**src/rtl/fifo_write_arbiter.sv**
```systemverilog
// fifo_write_arbiter
// Shares the single write port of an async FIFO between several producers
// that live in the FIFO write-clock domain. Ownership rotates round-robin,
// and each ownership lasts for at most MAX_BURST words. The owning
// requester is stalled while the FIFO reports full. The grant bit acts as
// the per-cycle ready: requester i's word is consumed in any cycle where
// grant[i] is high.

module fifo_write_arbiter #(
   parameter int NUM_REQUESTERS = 4,
   parameter int DATA_WIDTH     = 8,
   parameter int MAX_BURST      = 4
) (
   input  logic                                 clk,
   input  logic                                 reset,
   input  logic [NUM_REQUESTERS-1:0]            request,
   input  logic [NUM_REQUESTERS*DATA_WIDTH-1:0] data,
   input  logic                                 fifo_full,
   output logic [NUM_REQUESTERS-1:0]            grant,
   output logic                                 fifo_write_enable,
   output logic [DATA_WIDTH-1:0]                fifo_write_data,
   output logic [$clog2(NUM_REQUESTERS)-1:0]    owner,
   output logic                                 busy
);

   localparam int OW  = $clog2(NUM_REQUESTERS);
   localparam int BCW = $clog2(MAX_BURST + 1);

   // burst_count value at which the current transfer is the final word of the burst
   localparam logic [BCW-1:0] LAST_BEAT  = BCW'(MAX_BURST - 1);
   localparam logic [BCW-1:0] ONE_BEAT   = BCW'(1);
   // last_owner starts at the highest index, so requester 0 is searched first
   localparam logic [OW-1:0]  RESET_LAST = OW'(NUM_REQUESTERS - 1);

   typedef enum logic [0:0] {
      ST_IDLE  = 1'b0,
      ST_BURST = 1'b1
   } state_t;

   state_t                     state_r;
   logic [OW-1:0]              owner_r;
   logic [OW-1:0]              last_owner_r;
   logic [BCW-1:0]             burst_count_r;

   logic                       owner_req_s;
   logic                       transfer_s;
   logic                       last_beat_s;
   logic [OW-1:0]              rr_pick_s;
   logic [NUM_REQUESTERS-1:0]  grant_s;
   logic [DATA_WIDTH-1:0]      owner_data_s;

   // Finds the first requesting index strictly after 'last', wrapping modulo
   // NUM_REQUESTERS. When no request is set, 'last' is returned unchanged; the
   // caller never uses that result.
   function automatic logic [OW-1:0] rr_pick(
      input logic [NUM_REQUESTERS-1:0] req,
      input logic [OW-1:0]             last
   );
      logic [OW-1:0] pick;
      logic [OW-1:0] cand;
      logic          found;
      pick  = last;
      found = 1'b0;
      for (int k = 1; k <= NUM_REQUESTERS; k++) begin
         cand = OW'((int'(last) + k) % NUM_REQUESTERS);
         if (!found && req[cand]) begin
            pick  = cand;
            found = 1'b1;
         end else begin
            found = found;
         end
      end
      return pick;
   endfunction

   // Selects the current owner's request bit and data slice with an AND-OR mux
   always_comb begin
      owner_req_s  = 1'b0;
      owner_data_s = {DATA_WIDTH{1'b0}};
      for (int i = 0; i < NUM_REQUESTERS; i++) begin
         owner_req_s  = owner_req_s | ((owner_r == OW'(i)) & request[i]);
         owner_data_s = owner_data_s |
                        ({DATA_WIDTH{owner_r == OW'(i)}} & data[i*DATA_WIDTH +: DATA_WIDTH]);
      end
   end

   // Transfer qualification; a word moves only in BURST, while the owner requests and the FIFO has room
   always_comb begin
      transfer_s  = (state_r == ST_BURST) & owner_req_s & ~fifo_full;
      last_beat_s = (burst_count_r == LAST_BEAT);
      rr_pick_s   = rr_pick(request, last_owner_r);
   end

   // Per-requester grant; only the owner's bit can be high, and only on a transfer
   always_comb begin
      grant_s = {NUM_REQUESTERS{1'b0}};
      for (int i = 0; i < NUM_REQUESTERS; i++) begin
         grant_s[i] = transfer_s & (owner_r == OW'(i));
      end
   end

   // Output drive; write data is forced to zero outside BURST so idle cycles carry no stale word
   always_comb begin
      grant             = grant_s;
      fifo_write_enable = transfer_s;
      if (state_r == ST_BURST) begin
         fifo_write_data = owner_data_s;
      end else begin
         fifo_write_data = {DATA_WIDTH{1'b0}};
      end
      owner = owner_r;
      busy  = (state_r == ST_BURST);
   end

   // Arbitration FSM: IDLE picks the next owner round-robin, BURST counts transferred words
   always_ff @(posedge clk or negedge reset) begin
      if (!reset) begin
         state_r       <= ST_IDLE;
         owner_r       <= {OW{1'b0}};
         last_owner_r  <= RESET_LAST;
         burst_count_r <= {BCW{1'b0}};
      end else begin
         case (state_r)
            ST_IDLE: begin
               if (|request) begin
                  state_r       <= ST_BURST;
                  owner_r       <= rr_pick_s;
                  last_owner_r  <= rr_pick_s;
                  burst_count_r <= {BCW{1'b0}};
               end else begin
                  state_r <= ST_IDLE;
               end
            end
            ST_BURST: begin
               if (transfer_s && last_beat_s) begin
                  // final word of the burst has just been written
                  state_r <= ST_IDLE;
               end else if (!owner_req_s) begin
                  // owner withdrew; this also covers full rising in the same cycle
                  state_r <= ST_IDLE;
               end else if (transfer_s) begin
                  burst_count_r <= burst_count_r + ONE_BEAT;
               end else begin
                  // FIFO full while the owner still requests: wait without a timeout
                  burst_count_r <= burst_count_r;
               end
            end
            default: begin
               state_r <= ST_IDLE;
            end
         endcase
      end
   end

endmodule

```
**config.mk**
```make
export PLATFORM = sky130hd
export DESIGN_NAME = fifo_write_arbiter
export DESIGN_NICKNAME = d
export VERILOG_FILES = /design/src/rtl/fifo_write_arbiter.sv
export SDC_FILE = /design/constraint.sdc
export NUM_CORES = 1
export LEC_CHECK = 0
export CORE_ASPECT_RATIO = 1.75
export CORE_UTILIZATION = 34
export CTS_CLUSTER_SIZE = 28
export DETAILED_ROUTE_END_ITERATION = 10
export GPL_TIMING_DRIVEN = 1
export PLACE_DENSITY = 0.75
export SYNTH_ARGS = -nofsm -noshare
export SYNTH_HDL_FRONTEND = slang
export SYNTH_SLANG_ARGS = --single-unit
```
**constraint.sdc**
```tcl
create_clock -name clk -period 2.4 [get_ports clk]
set_input_delay 0.72 -clock clk [delete_from_list [all_inputs] [get_ports clk]]
set_output_delay 0.72 -clock clk [all_outputs]
set_load 0.005 [all_outputs]
```
# --- Yosys cells after proc, flatten, opt, wreduce, memory -nomap -nowiden ---
# Cells that the tools add are included.
word_totals:
  regBits: 8
  input_bits: 39
  output_inout_bits: 16
  wordCells: 79
classes:
  addsub: 5
  magnitude_cmp: 4
  n_eq_ne: 8
  mux: 25
  bitwise_logic: 22
  n_reduce_logical: 11
ops:
  columns: ["operator", "count"]
  rows:
  - ["bitwise AND 8 bit", 4]
  - ["bitwise OR 8 bit", 3]
  - ["< comparator 2 x 3 -> 1 bit, second input constant", 4]
  - ["2-to-1 mux 3 bit", 4]
  - ["bitwise AND 1 bit", 10]
  - ["2-to-1 mux 1 bit", 10]
  - ["binary-select mux 1 bit (select 2 bit)", 4]
  - ["2-to-1 mux 2 bit", 4]
  - ["2-to-1 mux 8 bit", 1]
  - ["case mux 3 bit (2 select lines)", 1]
  - ["adder 2 x 1 -> 2 bit, second input constant", 2]
  - ["adder 2 bit, second input constant", 2]
  - ["equality test 2 bit, second input constant", 2]
  - ["logical AND 1 bit", 4]
  - ["!= test 2 x 1 -> 1 bit, second input constant", 2]
  - ["!= test 2 bit, second input constant", 2]
  - ["AND reduction 4 bit", 1]
  - ["OR reduction 4 bit", 1]
  - ["adder 3 x 1 -> 3 bit, second input constant", 1]
  - ["equality test 3 x 2 -> 1 bit, second input constant", 1]
  - ["zero test 1 bit", 3]
  - ["bitwise OR 1 bit", 3]
  - ["equality test 2 x 1 -> 1 bit, second input constant", 1]
  - ["zero test 2 bit", 1]
  - ["3 further kinds", 4]

# --- Logic depth before layout (Yosys ltp) ---
# Gate-level depths: netlist of the first run.
depth:
  ltp_word: 13
  mapped_depth: 6

# --- Worst setup path after synthesis of the first run ---
# OpenSTA, ideal clock, no wires.
synth_timing:
  path_kind: "input to output"
  startpoint: "in request[1]"
  endpoint: "out grant[3]"
  arrival_ps: 1788
  setup_slack_ps: -108
  cell_stages: 5
  n_path_buf: 2
  cell_sequence: "buf_6 > mux4_2 > and3b_1 > buf_6 > and3_1"
synth_via:
  elab_chain_cells: 7
synth_rtl:
  columns: ["item", "line", "text"]
  rows:
  - ["start: declaration", "16", "input logic [NUM_REQUESTERS-1:0] request,"]
  - ["bitwise AND 1 bit", "81", "owner_req_s = owner_req_s | ((owner_r == OW'(i)) & request[i]);"]
  - ["bitwise OR 1 bit (3 in series)", "81", null]
  - ["bitwise AND 1 bit (2 in series)", "89", "transfer_s = (state_r == ST_BURST) & owner_req_s & ~fifo_full;"]
  - ["via fifo_write_enable", "20", "output logic fifo_write_enable,"]
  - ["bitwise AND 1 bit", "98", "grant_s[i] = transfer_s & (owner_r == OW'(i));"]
  - ["end: declaration", "19", "output logic [NUM_REQUESTERS-1:0] grant,"]
# The timed path passes the listed nets, and every way through them passes these cells.

# --- Worst setup path after layout of the first run ---
layout_timing:
  startpoint: "in request[3]"
  endpoint: "out grant[3]"
layout_via:
  elab_chain_cells: 5
layout_rtl:
  columns: ["item", "line"]
  rows:
  - ["bitwise AND 1 bit", "81"]
  - ["bitwise OR 1 bit", "81"]
  - ["bitwise AND 1 bit (2 in series)", "89"]
  - ["bitwise AND 1 bit", "98"]
# Every way passes these cells.

==> results of run 1 <==
[state kept, by name, indices dropped and copies added (netlist names)]
signal,count
busy,1
burst_count_r,3
owner,2
last_owner_r,2
[how the worst max path moves through the flow]
stage / start / endpoint / cells past startpoint
6_report: request[3] / grant[3] / 6
5_1_grt: request[3] / grant[3] / 6
4_1_cts: request[3] / grant[3] / 6
3_5_place_dp: request[3] / grant[3] / 5
3_3_place_gp: request[3] / grant[3] / 5
2_1_floorplan: request[1] / grant[3] / 5
[power by group]
part / leakage (nW) / total [mW] / switching, mW / internal (mW)
Clock: 0.0216 / 0.155 / 0.0472 / 0.108
Sequential: 0.0963 / 0.285 / 0.0786 / 0.207
Combinational: 0.599 / 0.967 / 0.380 / 0.587
Total: 0.717 / 1.41 / 0.506 / 0.902
[worst max-delay path: cells and delay by family]
| family | cells | cell delay [ns] |
|---|---|---|
| buffers and inverters | 3 | 0.32 |
| multiplexers | 1 | 0.48 |
| AND/OR/NAND/NOR | 2 | 0.42 |
[cells by family (layout without fill, tap and decap cells)]
group | after synthesis | in the layout | synth area share (%)
simple gates | 44 | 44 | 26.7
compound gates | 21 | 21 | 15.3
buf+inv | 14 | 73 | 8.85
mux | 11 | 11 | 23.9
flops | 8 | 8 | 21.7
fa+ha+maj | 2 | 2 | 2.68
xor+xnor | 1 | 1 | 0.939
[routing by layer]
metal  global-route usage (%)  wire length (um)  vias to the layer above
met5                        0                 0                        -
met4                     6.81                56                        0
met3                     5.29               257                        6
met2                     34.7              1380                       59
met1                     21.1              1090                      488
li1                         -                 -                      490
[final cells by class]
type,count,share of cell area [%]
multi-input cells,79,42.8
repair buffers,67,38.7
flip-flops and latches,8,13.1
clock buffers,3,2.66
well taps,26,2.10
inverters,3,0.725
[layout by cell type, fill, tap and decap left out, types with 2 or more instances in the layout]
| master | synthesis | final |
|---|---|---|
| nor3_1 | 2 | 2 |
| and2_1 | 8 | 4 |
| and2_4 | 0 | 4 |
| inv_1 | 3 | 3 |
| clkdlybuf4s15_1 | 0 | 14 |
| buf_2 | 3 | 8 |
| nor2_1 | 10 | 10 |
| buf_6 | 3 | 7 |
| o21ai_0 | 4 | 4 |
| mux4_2 | 9 | 9 |
| clkbuf_8 | 0 | 3 |
| ha_1 | 2 | 2 |
| dfstp_2 | 2 | 2 |
| o41ai_1 | 2 | 2 |
| a22o_1 | 2 | 2 |
| a21oi_1 | 6 | 6 |
| dfrtp_1 | 6 | 6 |
| mux2i_1 | 2 | 2 |
| nand2b_1 | 6 | 6 |
| nand2_1 | 6 | 6 |
| dlygate4sd2_1 | 0 | 19 |
| buf_4 | 1 | 11 |
| clkdlybuf4s50_1 | 0 | 4 |
[per-stage QoR]
step / hold WS (ns) / instance area [sq um] / TNS, ns / worst slack, ns
2_1_floorplan: 0.424 / 937 / -0.228 / -0.105
3_3_place_gp: 0.489 / 1520 / -7.79 / -0.845
3_5_place_dp: 0.498 / 1520 / -8.08 / -0.881
4_1_cts: 0.511 / 1510 / -0.932 / -0.282
5_1_grt: 0.519 / 1550 / -0.853 / -0.284
6_report: 0.510 / 1550 / -0.712 / -0.264
[repair_timing]
item / 4_1_cts / 5_1_grt
setup buffers: 2 / 1
endpoints found under the setup margin: 13 / 12
hold buffers: 0 / 0
pin swaps: 9 / 3
resized for setup: 103 / 21
==> impl_metrics.ini, run 1 <==
[status]
outcome = complete, but fails checks
violations = setup timing

[sta]
post-route-period-util_pct = 111
max_slew_margin_pct = 67.8
period_needed_ns = 2.66
finClkSkew_ns = 0.00278
finalMaxSlewViolations = 0
tightest_slew_ns = 0.482
final_hold_viol_count = 0
fmax_mhz = 375
rsz0062_at_grt = true
setup_viol = 5
worst_slack_ns = -0.264

[clock_tree]
h-tree-depth = 1
numCtsBuffers = 3
clock-sinks = 8
clk_latency_ns = 0.22
clk_pin_slew_ns = 0.04
root_buffer = clkbuf_8
clk_path_buf_depth = 2
cts_tree = yes

[layout]
utilization_pct = 60.8
diodes = 0
final_layout_size_suffix_gt1_share_pct = 32.5
multi_input_area_sq_um = 664
fillers = 237
regArea_sq_um = 203
instances_no_fill = 186
nets = 203
syn2layout_area_growth_pct = 66.4

[min_path]
min_path_cells = 1
min_path_type = flop to flop
holdPathEnd = burst_count_r[2]$_DFFE_PN0P_
hold_start = burst_count_r[2]$_DFFE_PN0P_

[floorplan]
die_area_sq_um = 2970
ioPinCount = 55
die_h_um = 71.3
core_area_sq_um = 2550
initial_core_util_pct = 36.6
row_count = 24
die_x_um = 41.6

[synthesis]
netlist_top_cells_count = 10 x nor2_1, 9 x mux4_2, 8 x and2_1
yosys_warnings = 0
synth_edf_count = 0
yosys-top-cells-area = mux4_2 22%, dfrtp_1 16%, dfstp_2 5.6%, and2_1 5.4%, nand2b_1 4.0%
yosys.area.top_type = mux4_2
ys_types = 38
yosysMostFrequentCell = nor2_1
synth_top_area_share_pct = 21.7
ys_ff_latch = 8
ys_seq_area_share_pct = 21.7
synthCells = 101
synth_ff_type = dfrtp_1
synth_nets = 142
async_reset_ff_share_pct = 100
syn_area_per_cell_sq_um = 9.24
syn_area_sq_um = 933

[place]
gp_congestion = 0.839
place_hpwl_mm = 2.17
dp.cells = 180
portBuffers = 54

[detailed_routing]
first_pass_iters = 4
routedWlPerCell_um = 14.9
antenna_left = 0
num_vias = 1043
wl_mm = 2.78
drcViolationCount = 0
drt_iter0_markers = 25
vias_per_cell = 5.61

[setup_path]
cp_max_fo = 5
rrSetupSlack_ns = 0.75
path_cells = buf_8, mux4_2, and3b_2, buf_6, and3_4, buf_6
required_ns = 1.68
worstSetupPathType = primary input to primary output
cpMaxStageDelayCell = mux4_2
arrival_ns = 1.94
r2r_end = last_owner_r[1]$_DFFE_PN1P_
cp-start-kind = primary input
r2r-start = last_owner_r[1]$_DFFE_PN1P_
endpoint_kind = primary output
worst_path_most_repeated_cell = buf_6
ff2ff_path_depth = 4
critPathMaxStageDelay_ns = 0.48

[grt]
grt_pass1_wl_mm = 4.62
grt-ovfl-total = 0
grt_pass1_vias = 1025
antenna_found_initial = 0
grt_util_all_layers_pct = 19.2
grt_max_degree = 21

[pwr]
power.density_nw_per_um2 = 907
leakage_nw = 0.717
peakVddDrop_mv = 0.624
p_total_mw = 1.41

[job]
cap_violations = 0
No activity file was read; power rests on OpenSTA's default activity.
==> run 2: changes to the inputs <==
--- a/config.mk
+++ b/config.mk
@@ -5,12 +5,12 @@
 export SDC_FILE = /design/constraint.sdc
 export NUM_CORES = 1
 export LEC_CHECK = 0
-export CORE_ASPECT_RATIO = 1.75
-export CORE_UTILIZATION = 34
+export CORE_UTILIZATION = 45
 export CTS_CLUSTER_SIZE = 28
 export DETAILED_ROUTE_END_ITERATION = 10
+export DONT_BUFFER_PORTS = 1
 export GPL_TIMING_DRIVEN = 1
-export PLACE_DENSITY = 0.75
+export PLACE_DENSITY = 0.6
 export SYNTH_ARGS = -nofsm -noshare
 export SYNTH_HDL_FRONTEND = slang
 export SYNTH_SLANG_ARGS = --single-unit
==> constraint.sdc (replaced) <==
create_clock -name clk -period 2.4 [get_ports clk]
set_input_delay 0.36 -clock clk [delete_from_list [all_inputs] [get_ports clk]]
set_output_delay 0.36 -clock clk [all_outputs]
set_load 0.005 [all_outputs]
==> run 2 against run 1 <==
- the run now ends clean
- via count down 25%
- clock-buffer cell count up 1
- clock skew up 0.0027 ns
- first-iteration DRC count down 36%
- clock power down 25%
- total power down 27%
- die area down 24%
- register-to-register slack about the same
- routed wire length down 28%
- cell count down 33%
- critical endpoint is now fifo_write_data[1]
- largest cell class unchanged
- highest routed layer unchanged
==> impl_metrics.ini, run 2 (same netlist as run 1, synthesis figures left out) <==
[place]
gp_congestion = 0.744
portBuffers = 0
place_hpwl_mm = 1.49

[detailed_routing]
routedWlPerCell_um = 16.1
met3_length_um = 131
wl_met2_um = 978
first_pass_iters = 4
top_layer_used = met4
drcViolationCount = 0
drt_iter0_markers = 16
vias_per_cell = 6.22
antenna_left = 0
met1_length_um = 864
wl_mm = 2.01
num_vias = 778

[grt]
antenna_found_initial = 0
grt_pass1_vias = 637
grt_pass1_wl_mm = 2.72
grt-ovfl-total = 0
grt_max_degree = 21
grt_util_all_layers_pct = 17.8

[sta]
finalMaxSlewViolations = 0
rsz0062_at_grt = false
hold_slack_ns = 0.296
tightest_slew_ns = 0.559
post-route-period-util_pct = 91.5
setup_tns_ns = 0
finClkSkew_ns = 0.00551
period_needed_ns = 2.20
setup_viol = 0
final_hold_viol_count = 0
fmax_mhz = 455
max_slew_margin_pct = 62.4

[layout]
final_cell_mix = 10 x nor2_1, 9 x mux4_2, 8 x and2_1
utilization_pct = 48.7
layout_commonest_cell = nor2_1
largest_reg_flops = 3
top_register = burst_count_r
fillers = 210
diodes = 0
nets = 140
syn2layout_area_growth_pct = 2.28
final_layout_size_suffix_gt1_share_pct = 20.4

[floorplan]
die_x_um = 47.5
initial_core_util_pct = 47.6
row_count = 16
core_area_sq_um = 1960
ioPinCount = 55
die_area_sq_um = 2260
die_h_um = 47.5

[pwr]
power.density_nw_per_um2 = 1070
leakage_nw = 0.372
peakVddDrop_mv = 0.449

[clock_tree]
cts.repair.resized = 0
root_buffer = clkbuf_4
clk_latency_ns = 0.26
clk_path_buf_depth = 2
cts_hold_buf = 1
cts_tree = yes
clock-sinks = 8
h-tree-depth = 1
clk_pin_slew_ns = 0.06
numCtsBuffers = 3
postCtsSetupRepairBufs = 0

[setup_path]
required_ns = 2.04
cp-start-kind = flop
cp_max_fo = 12
arrival_ns = 1.84
worstSetupPathType = flop to primary output
endpoint_kind = primary output

[status]
outcome = finished clean

[job]
cap_violations = 0

[min_path]
min_path_type = primary input to flop
==> run 2: worst paths after layout <==
| check | startpoint | end | slack (ns) | cells past startpoint |
|---|---|---|---|---|
| min in group asynchronous | reset | burst_count_r[1]$_DFFE_PN0P_ | 0.45 | 1 |
| max in group asynchronous | reset | last_owner_r[0]$_DFFE_PN1P_ | 1.63 | 1 |
| worst max register to register | last_owner_r[1]$_DFFE_PN1P_ | owner[1]$_DFFE_PN0P_ | 0.76 | 4 |
| worst min-delay path | request[1] | last_owner_r[0]$_DFFE_PN1P_ | 0.30 | 2 |
| worst max-delay path | owner[0]$_DFFE_PN0P_ | fifo_write_data[1] | 0.20 | 3 |
| worst min register to register | burst_count_r[2]$_DFFE_PN0P_ | burst_count_r[2]$_DFFE_PN0P_ | 0.51 | 1 |
==> run 2: through the flow <==
step	area (sq um)	power (mW)	worst slack [ns]	cells
5_1_grt	955	1.13	0.0898	125
2_1_floorplan	933	0.830	0.558	101
6_report	955	1.02	0.204	125
4_1_cts	955	1.03	0.179	125
3_3_place_gp	918	0.888	0.511	120
3_5_place_dp	918	0.912	0.462	120
==> run 2: area by class of cell <==
type,instances,area (sq um),share of cell area [%]
Multi-Input combinational cell,79,648,67.9
Sequential cell,8,203,21.2
Tap cell,27,33.8,3.54
Timing Repair Buffer,4,32.5,3.41
Clock buffer,4,26.3,2.75
Inverter,3,11.3,1.18
==> run 2: power by group <==
| group | leakage [nW] | switching [mW] | internal [mW] |
|---|---|---|---|
| registers | 0.0963 | 0.106 | 0.205 |
| clock network | 0.0150 | 0.0518 | 0.0640 |
| logic | 0.261 | 0.268 | 0.329 |
| total | 0.372 | 0.426 | 0.599 |
==> run 2: metal layers <==
metal / track usage, % / up-vias
met4: 11.7 / 0
met3: 1.13 / 4
met5: 0 / -
li1: - / 365
met2: 26.8 / 39
met1: 24.6 / 370
==> run 2: critical path, stage by stage, from the launching register on <==
cell and delay, ns:
dfrtp_1 0.65, buf_4 0.25, mux4_2 0.50, and2_1 0.18
